### src/rtl/pipeline_hazard_ctrl.sv
// pipeline_hazard_ctrl: hazard and sequencing controller for the 5-stage
// MIPS pipeline. Drives the active-low hold/flush controls of PC, IF/ID,
// ID/EX and EX/MEM. Handles load-use stalls, branch/jump flushes,
// data-memory waits with a watchdog, and interrupt entry.
//
// Ports:
//   clk, reset                 clock, synchronous active-high reset
//   ID_Rs, ID_Rt, ID_UseRt     source operands of the instruction in ID
//   ID_Jump                    jump in ID
//   EX_MemRd, EX_Rt            load in EX and its destination
//   EX_BranchTaken             taken branch resolved in EX
//   mem_busy                   data memory not ready
//   irq                        level interrupt request
//   *_stall                    active-low holds (0 = keep value)
//   *_clear                    active-low flushes (0 = load bubble)
//   irq_ack                    one-cycle interrupt-taken pulse
//   mem_timeout                sticky memory watchdog flag
//   state                      FSM state (debug)
//
// Optional build macro HAZARD_PERF_CNT_EN adds perf_stall_cnt,
// perf_flush_cnt and perf_memwait_cnt (32-bit saturating) output ports.

module pipeline_hazard_ctrl #(
    parameter int MEM_TIMEOUT = 255
) (
    input  logic        clk,
    input  logic        reset,
    input  logic [4:0]  ID_Rs,
    input  logic [4:0]  ID_Rt,
    input  logic        ID_UseRt,
    input  logic        ID_Jump,
    input  logic        EX_MemRd,
    input  logic [4:0]  EX_Rt,
    input  logic        EX_BranchTaken,
    input  logic        mem_busy,
    input  logic        irq,
    output logic        PC_stall,
    output logic        IF_ID_stall,
    output logic        ID_EX_stall,
    output logic        EX_MEM_stall,
    output logic        IF_ID_clear,
    output logic        ID_EX_clear,
    output logic        irq_ack,
    output logic        mem_timeout,
`ifdef HAZARD_PERF_CNT_EN
    output logic [31:0] perf_stall_cnt,
    output logic [31:0] perf_flush_cnt,
    output logic [31:0] perf_memwait_cnt,
`endif
    output logic [1:0]  state
);

    typedef enum logic [1:0] {
        S_RUN     = 2'd0,
        S_MEMWAIT = 2'd1,
        S_IRQ1    = 2'd2,
        S_IRQ2    = 2'd3
    } state_t;

    localparam logic [15:0] LP_TO = 16'(MEM_TIMEOUT);

    state_t      r_state;
    state_t      w_state_nxt;
    logic [15:0] r_wait_cnt;
    logic [15:0] w_wait_cnt_nxt;
    logic        r_irq_pend;
    logic        r_timeout;

    logic        w_lu;
    logic        w_freeze;
    logic        w_run;
    logic        w_lu_stall;
    logic        w_pc_stall;
    logic        w_ifid_stall;
    logic        w_idex_stall;
    logic        w_exmem_stall;
    logic        w_ifid_clear;
    logic        w_idex_clear;
    logic        w_ack;

    assign w_lu = EX_MemRd && (EX_Rt != 5'd0) &&
                  ((EX_Rt == ID_Rs) || (ID_UseRt && (EX_Rt == ID_Rt)));

    always_comb begin
        w_state_nxt   = r_state;
        w_freeze      = 1'b0;
        w_run         = 1'b0;
        w_lu_stall    = 1'b0;
        w_pc_stall    = 1'b1;
        w_ifid_stall  = 1'b1;
        w_idex_stall  = 1'b1;
        w_exmem_stall = 1'b1;
        w_ifid_clear  = 1'b1;
        w_idex_clear  = 1'b1;
        w_ack         = 1'b0;

        unique case (r_state)
            S_RUN: begin
                if (mem_busy) begin
                    w_freeze    = 1'b1;
                    w_state_nxt = S_MEMWAIT;
                end else begin
                    w_run = 1'b1;
                end
            end
            S_MEMWAIT: begin
                if (mem_busy) begin
                    w_freeze = 1'b1;
                end else begin
                    // Memory released: act on held hazards this same cycle.
                    w_run       = 1'b1;
                    w_state_nxt = S_RUN;
                end
            end
            S_IRQ1: begin
                if (mem_busy) begin
                    w_freeze    = 1'b1;
                    w_state_nxt = S_MEMWAIT;
                end else begin
                    w_ifid_clear = 1'b0;
                    w_state_nxt  = S_IRQ2;
                end
            end
            S_IRQ2: begin
                w_ifid_clear = 1'b0;
                w_state_nxt  = S_RUN;
            end
            default: w_state_nxt = S_RUN;
        endcase

        if (w_freeze) begin
            w_pc_stall    = 1'b0;
            w_ifid_stall  = 1'b0;
            w_idex_stall  = 1'b0;
            w_exmem_stall = 1'b0;
        end

        if (w_run) begin
            if (EX_BranchTaken) begin
                w_ifid_clear = 1'b0;
                w_idex_clear = 1'b0;
            end else if (w_lu) begin
                w_lu_stall   = 1'b1;
                w_pc_stall   = 1'b0;
                w_ifid_stall = 1'b0;
                w_idex_clear = 1'b0;
            end else if (r_irq_pend) begin
                w_ack        = 1'b1;
                w_ifid_clear = 1'b0;
                w_idex_clear = 1'b0;
                w_state_nxt  = S_IRQ1;
            end else if (ID_Jump) begin
                w_ifid_clear = 1'b0;
            end
        end

        if (reset) begin
            w_state_nxt   = S_RUN;
            w_lu_stall    = 1'b0;
            w_pc_stall    = 1'b1;
            w_ifid_stall  = 1'b1;
            w_idex_stall  = 1'b1;
            w_exmem_stall = 1'b1;
            w_ifid_clear  = 1'b1;
            w_idex_clear  = 1'b1;
            w_ack         = 1'b0;
        end
    end

    // Wait counter: loaded with 1 on entry, saturates at the timeout.
    always_comb begin
        w_wait_cnt_nxt = r_wait_cnt;
        if (w_freeze) begin
            if (r_state != S_MEMWAIT) begin
                w_wait_cnt_nxt = 16'd1;
            end else if (r_wait_cnt < LP_TO) begin
                w_wait_cnt_nxt = r_wait_cnt + 16'd1;
            end
        end
    end

    always_ff @(posedge clk) begin
        if (reset) begin
            r_state    <= S_RUN;
            r_wait_cnt <= 16'd0;
            r_irq_pend <= 1'b0;
            r_timeout  <= 1'b0;
        end else begin
            r_state    <= w_state_nxt;
            r_wait_cnt <= w_wait_cnt_nxt;
            r_irq_pend <= irq | (r_irq_pend & ~w_ack);
            if (w_freeze && (w_wait_cnt_nxt >= LP_TO)) begin
                r_timeout <= 1'b1;
            end
        end
    end

`ifdef HAZARD_PERF_CNT_EN
    logic [31:0] r_perf_stall;
    logic [31:0] r_perf_flush;
    logic [31:0] r_perf_memwait;

    always_ff @(posedge clk) begin
        if (reset) begin
            r_perf_stall   <= 32'd0;
            r_perf_flush   <= 32'd0;
            r_perf_memwait <= 32'd0;
        end else begin
            if (w_lu_stall && (r_perf_stall != '1)) begin
                r_perf_stall <= r_perf_stall + 32'd1;
            end
            if ((!w_ifid_clear || !w_idex_clear) &&
                (r_perf_flush != '1)) begin
                r_perf_flush <= r_perf_flush + 32'd1;
            end
            if ((r_state == S_MEMWAIT) && (r_perf_memwait != '1)) begin
                r_perf_memwait <= r_perf_memwait + 32'd1;
            end
        end
    end

    assign perf_stall_cnt   = r_perf_stall;
    assign perf_flush_cnt   = r_perf_flush;
    assign perf_memwait_cnt = r_perf_memwait;
`else
    logic w_unused;
    assign w_unused = w_lu_stall;
`endif

    assign PC_stall     = w_pc_stall;
    assign IF_ID_stall  = w_ifid_stall;
    assign ID_EX_stall  = w_idex_stall;
    assign EX_MEM_stall = w_exmem_stall;
    assign IF_ID_clear  = w_ifid_clear;
    assign ID_EX_clear  = w_idex_clear;
    assign irq_ack      = w_ack;
    assign mem_timeout  = r_timeout;
    assign state        = r_state;

endmodule

### config.mk
export PLATFORM = sky130hd
export DESIGN_NAME = pipeline_hazard_ctrl
export DESIGN_NICKNAME = d
export VERILOG_FILES = /design/src/rtl/pipeline_hazard_ctrl.sv
export SDC_FILE = /design/constraint.sdc
export NUM_CORES = 1
export LEC_CHECK = 0
export ABC_CLOCK_PERIOD_IN_PS = 2600
export CAP_MARGIN = 20
export CORE_MARGIN = 2
export CORE_UTILIZATION = 40
export DETAILED_ROUTE_END_ITERATION = 10
export PLACE_DENSITY = 0.73
export SYNTH_ARGS = -nofsm -noshare
export SYNTH_HDL_FRONTEND = slang
export SYNTH_SLANG_ARGS = --single-unit
### constraint.sdc
create_clock -name clk -period 2.6 [get_ports clk]
set_clock_uncertainty 0.2 [all_clocks]
set_input_delay 0.39 -clock clk [delete_from_list [all_inputs] [get_ports clk]]
set_output_delay 0.39 -clock clk [all_outputs]
set_load 0.01 [all_outputs]
==> results.sh <==
export IMPL_nNetsFinal=199
export IMPL_fillCellCount=256
export IMPL_netlist_area_mm2=0.00113
export IMPL_worstMarginPinSlew_ns=0.442
export IMPL_endpoint_kind="primary output"
export IMPL_multiInputGateArea_um2=703
export IMPL_crit_required_ns=2.01
export IMPL_dp_hpwl_um=2010
export IMPL_first_pass_iters=4
export IMPL_die_width_um=57.1
export IMPL_synthFlopType="dfxtp_1"
export IMPL_gp_congestion=0.811
export IMPL_insertion_delay_ns=0.30
export IMPL_min_path_type="reg2reg"
export IMPL_synth_edff_count=0
export IMPL_grt_ovfl_total=0
export IMPL_io_buffers=32
export IMPL_p_leak_nw=0.653
export IMPL_cts_root_buffer="clkbuf_4"
export IMPL_grt_pass1_vias=1030
export IMPL_async_flop_share_pct=0
export IMPL_cp_max_fo=3
export IMPL_cts_clk_slew_worst_paths_ns=0.10
export IMPL_stdcell_count=205
export IMPL_drive_gt1_share_pct=21.3
export IMPL_register_area_um2=400
export IMPL_grt_util_met1_pct=19.9
export IMPL_drc=0
export IMPL_syn_to_final_growth_pct=41.8
export IMPL_num_vias=1095
export IMPL_arrival_ns=1.91
export IMPL_grt_max_degree=12
export IMPL_placementRows=19
export IMPL_status="finished clean"
export IMPL_relSlewSlack_pct=70.3
export IMPL_synth_fp_nets=154
export IMPL_die_area_mm2=0.00326
export IMPL_rsz0062_at_grt="no"
export IMPL_gr_max_usage_layer="met2"
export IMPL_drt_iter0_drc=20
export IMPL_yosys_warnings=0
export IMPL_crit_end="IF_ID_clear"
export IMPL_clockBufferDepth=2
export IMPL_setup_viol=0
export IMPL_finalCritPeriodShare_pct=96.2
export IMPL_synth_seq_cells=20
export IMPL_die_y_um=57.1
export IMPL_rr_startpoint="r_wait_cnt[0]"
export IMPL_r2r_slack_ns=0.26
export IMPL_drv_cap=0
export IMPL_synth_top_cell_by_area="dfxtp_1"
export IMPL_p_per_area_mw_per_mm2=391
export IMPL_grt_pass1_wl_um=4250
export IMPL_timing_fmax_ghz=0.400
export IMPL_gr_usage_met2_pct=27.1
export IMPL_start_kind="primary input"
export IMPL_clock_sinks=20
export IMPL_drv_slew=0
export IMPL_cts_buffers=3
export IMPL_placed_cells=199
export IMPL_netlist_top_cells_count="dfxtp_1 (20), nor2_1 (15), xor2_1 (11)"
export IMPL_antenna_found_initial=0
export IMPL_avgSynthCellArea_um2=8.66
export IMPL_via_per_inst=5.34
export IMPL_regToRegEndpoint="mem_timeout"
export IMPL_hold_violations=0
export IMPL_synthCells=130
export IMPL_crit_start="EX_Rt[3]"
export IMPL_ant_nets=0
export IMPL_crit_type="in2out"
export IMPL_synth_cell_types=42
export IMPL_fin_hold_ws_ns=0.273
export IMPL_io_pins=33
export IMPL_yosysTopAreaCellShare_pct=35.6
export IMPL_peakVddDrop_v=0.000396
export IMPL_num_antenna_cells=0
export IMPL_fin_crit_ns=2.50
export IMPL_rr_worst_depth=7
export IMPL_start_util_pct=41.6
export IMPL_wl_um=2570
export IMPL_synth_area_top_cells="dfxtp_1 (36%), xor2_1 (8.6%), nor2_1 (5.0%), and2_1 (3.9%), xnor2_1 (3.1%)"
export IMPL_wl_per_cell_um=12.5
export IMPL_grt_use_total_pct=16.3
export IMPL_yosysSeqAreaShare_pct=35.6
export IMPL_htree_levels=1
export IMPL_yosys_cell_count_top_type="dfxtp_1"
export IMPL_grt_util_met3_pct=6.12
export IMPL_core_mm2=0.00271
export IMPL_cts_tree="yes"
-- metrics by stage --
stage	setup TNS, ns	setup slack (ns)	total power, mW	util, %	area [µm²]
2_1_floorplan	0	0.333	0.381	-	1130
5_1_grt	0	0.00800	0.653	58.9	1600
3_5_place_dp	-2.45	-0.546	0.454	56.6	1530
3_3_place_gp	-2.38	-0.521	0.451	56.6	1530
6_report	0	0.0982	0.625	58.9	1600
4_1_cts	0	0.00770	0.634	58.5	1590
-- cells in the final DEF, fill, tap and decap left out, drive strengths merged, types with 2 or more instances in the layout --
master | synthesis | layout
dlygate4sd2 | 0 | 5
xnor2 | 4 | 4
or4 | 3 | 3
clkdlybuf4s15 | 0 | 4
clkbuf | 2 | 6
mux2i | 2 | 2
dfxtp | 20 | 20
and2 | 8 | 8
nand3 | 3 | 3
o31ai | 2 | 2
a21oi | 5 | 5
buf | 3 | 16
nor3b | 2 | 2
o21ai | 2 | 2
a31oi | 2 | 2
dlymetal6s2s | 0 | 3
nor2 | 15 | 15
nor4 | 2 | 2
inv | 3 | 3
clkdlybuf4s50 | 0 | 15
xor2 | 11 | 11
nand4 | 4 | 4
nand2b | 5 | 5
nand3b | 2 | 2
or2 | 2 | 2
nand2 | 9 | 9
nor3 | 5 | 5
-- registers in the layout, summed over array words and instances, names as in the netlist --
signal and cells:
mem_timeout 1, r_wait_cnt 16, r_irq_pend 1, state 2
-- routing by layer --
layer  vias up  wire length [µm]
met1       503              1130
met5         -                 0
met4         0                16
met2        42              1220
li1        548                 -
met3         2               204
-- cells by family after synthesis --
logic type	synth area share (%)
adders and majority gates	1.11
xor gates and xnor gates	11.7
buffers and inverters	4.00
muxes	1.78
AOI/OAI and AO/OA	14.0
DFF	35.6
and+or+nand+nor	31.9
-- worst min-delay path by stage --
stage / startpoint / end / cells after the start
detailed placement: r_wait_cnt[8] / r_wait_cnt[8] / 1
floorplan: r_wait_cnt[15] / r_wait_cnt[15] / 1
global route: r_wait_cnt[11] / r_wait_cnt[11] / 1
CTS: r_wait_cnt[8] / r_wait_cnt[8] / 1
global placement: r_wait_cnt[15] / r_wait_cnt[15] / 1
finish: r_wait_cnt[8] / r_wait_cnt[8] / 1
-- power breakdown --
part           switching, mW  total, mW  internal (mW)
clock network         0.0912      0.177         0.0854
logic                 0.0555      0.130         0.0744
registers            0.00687      0.318          0.311
-- area by class of cell --
type                       instances  area share [%]
multi-input combinational        102            44.0
inverter                           3           0.705
clock buffer                       4            2.27
timing repair buffer              45            25.5
sequential                        20            25.1
tap                               31            2.43
-- critical path, stage by stage --
cell             delay, ns
dlygate4sd2_1         0.24
or4_4                 0.48
o21ai_2               0.20
buf_4                 0.13
o31ai_1               0.06
nand2_1               0.11
nand2_1               0.07
clkdlybuf4s15_1       0.23
-- what timing repair did --
item	CTS	global route
pin swaps	9	7
hold buffers	0	0
endpoints found under the setup margin	5	6
resized for setup	32	11
setup buffers	2	0
No activity file was read; power rests on OpenSTA's default activity.
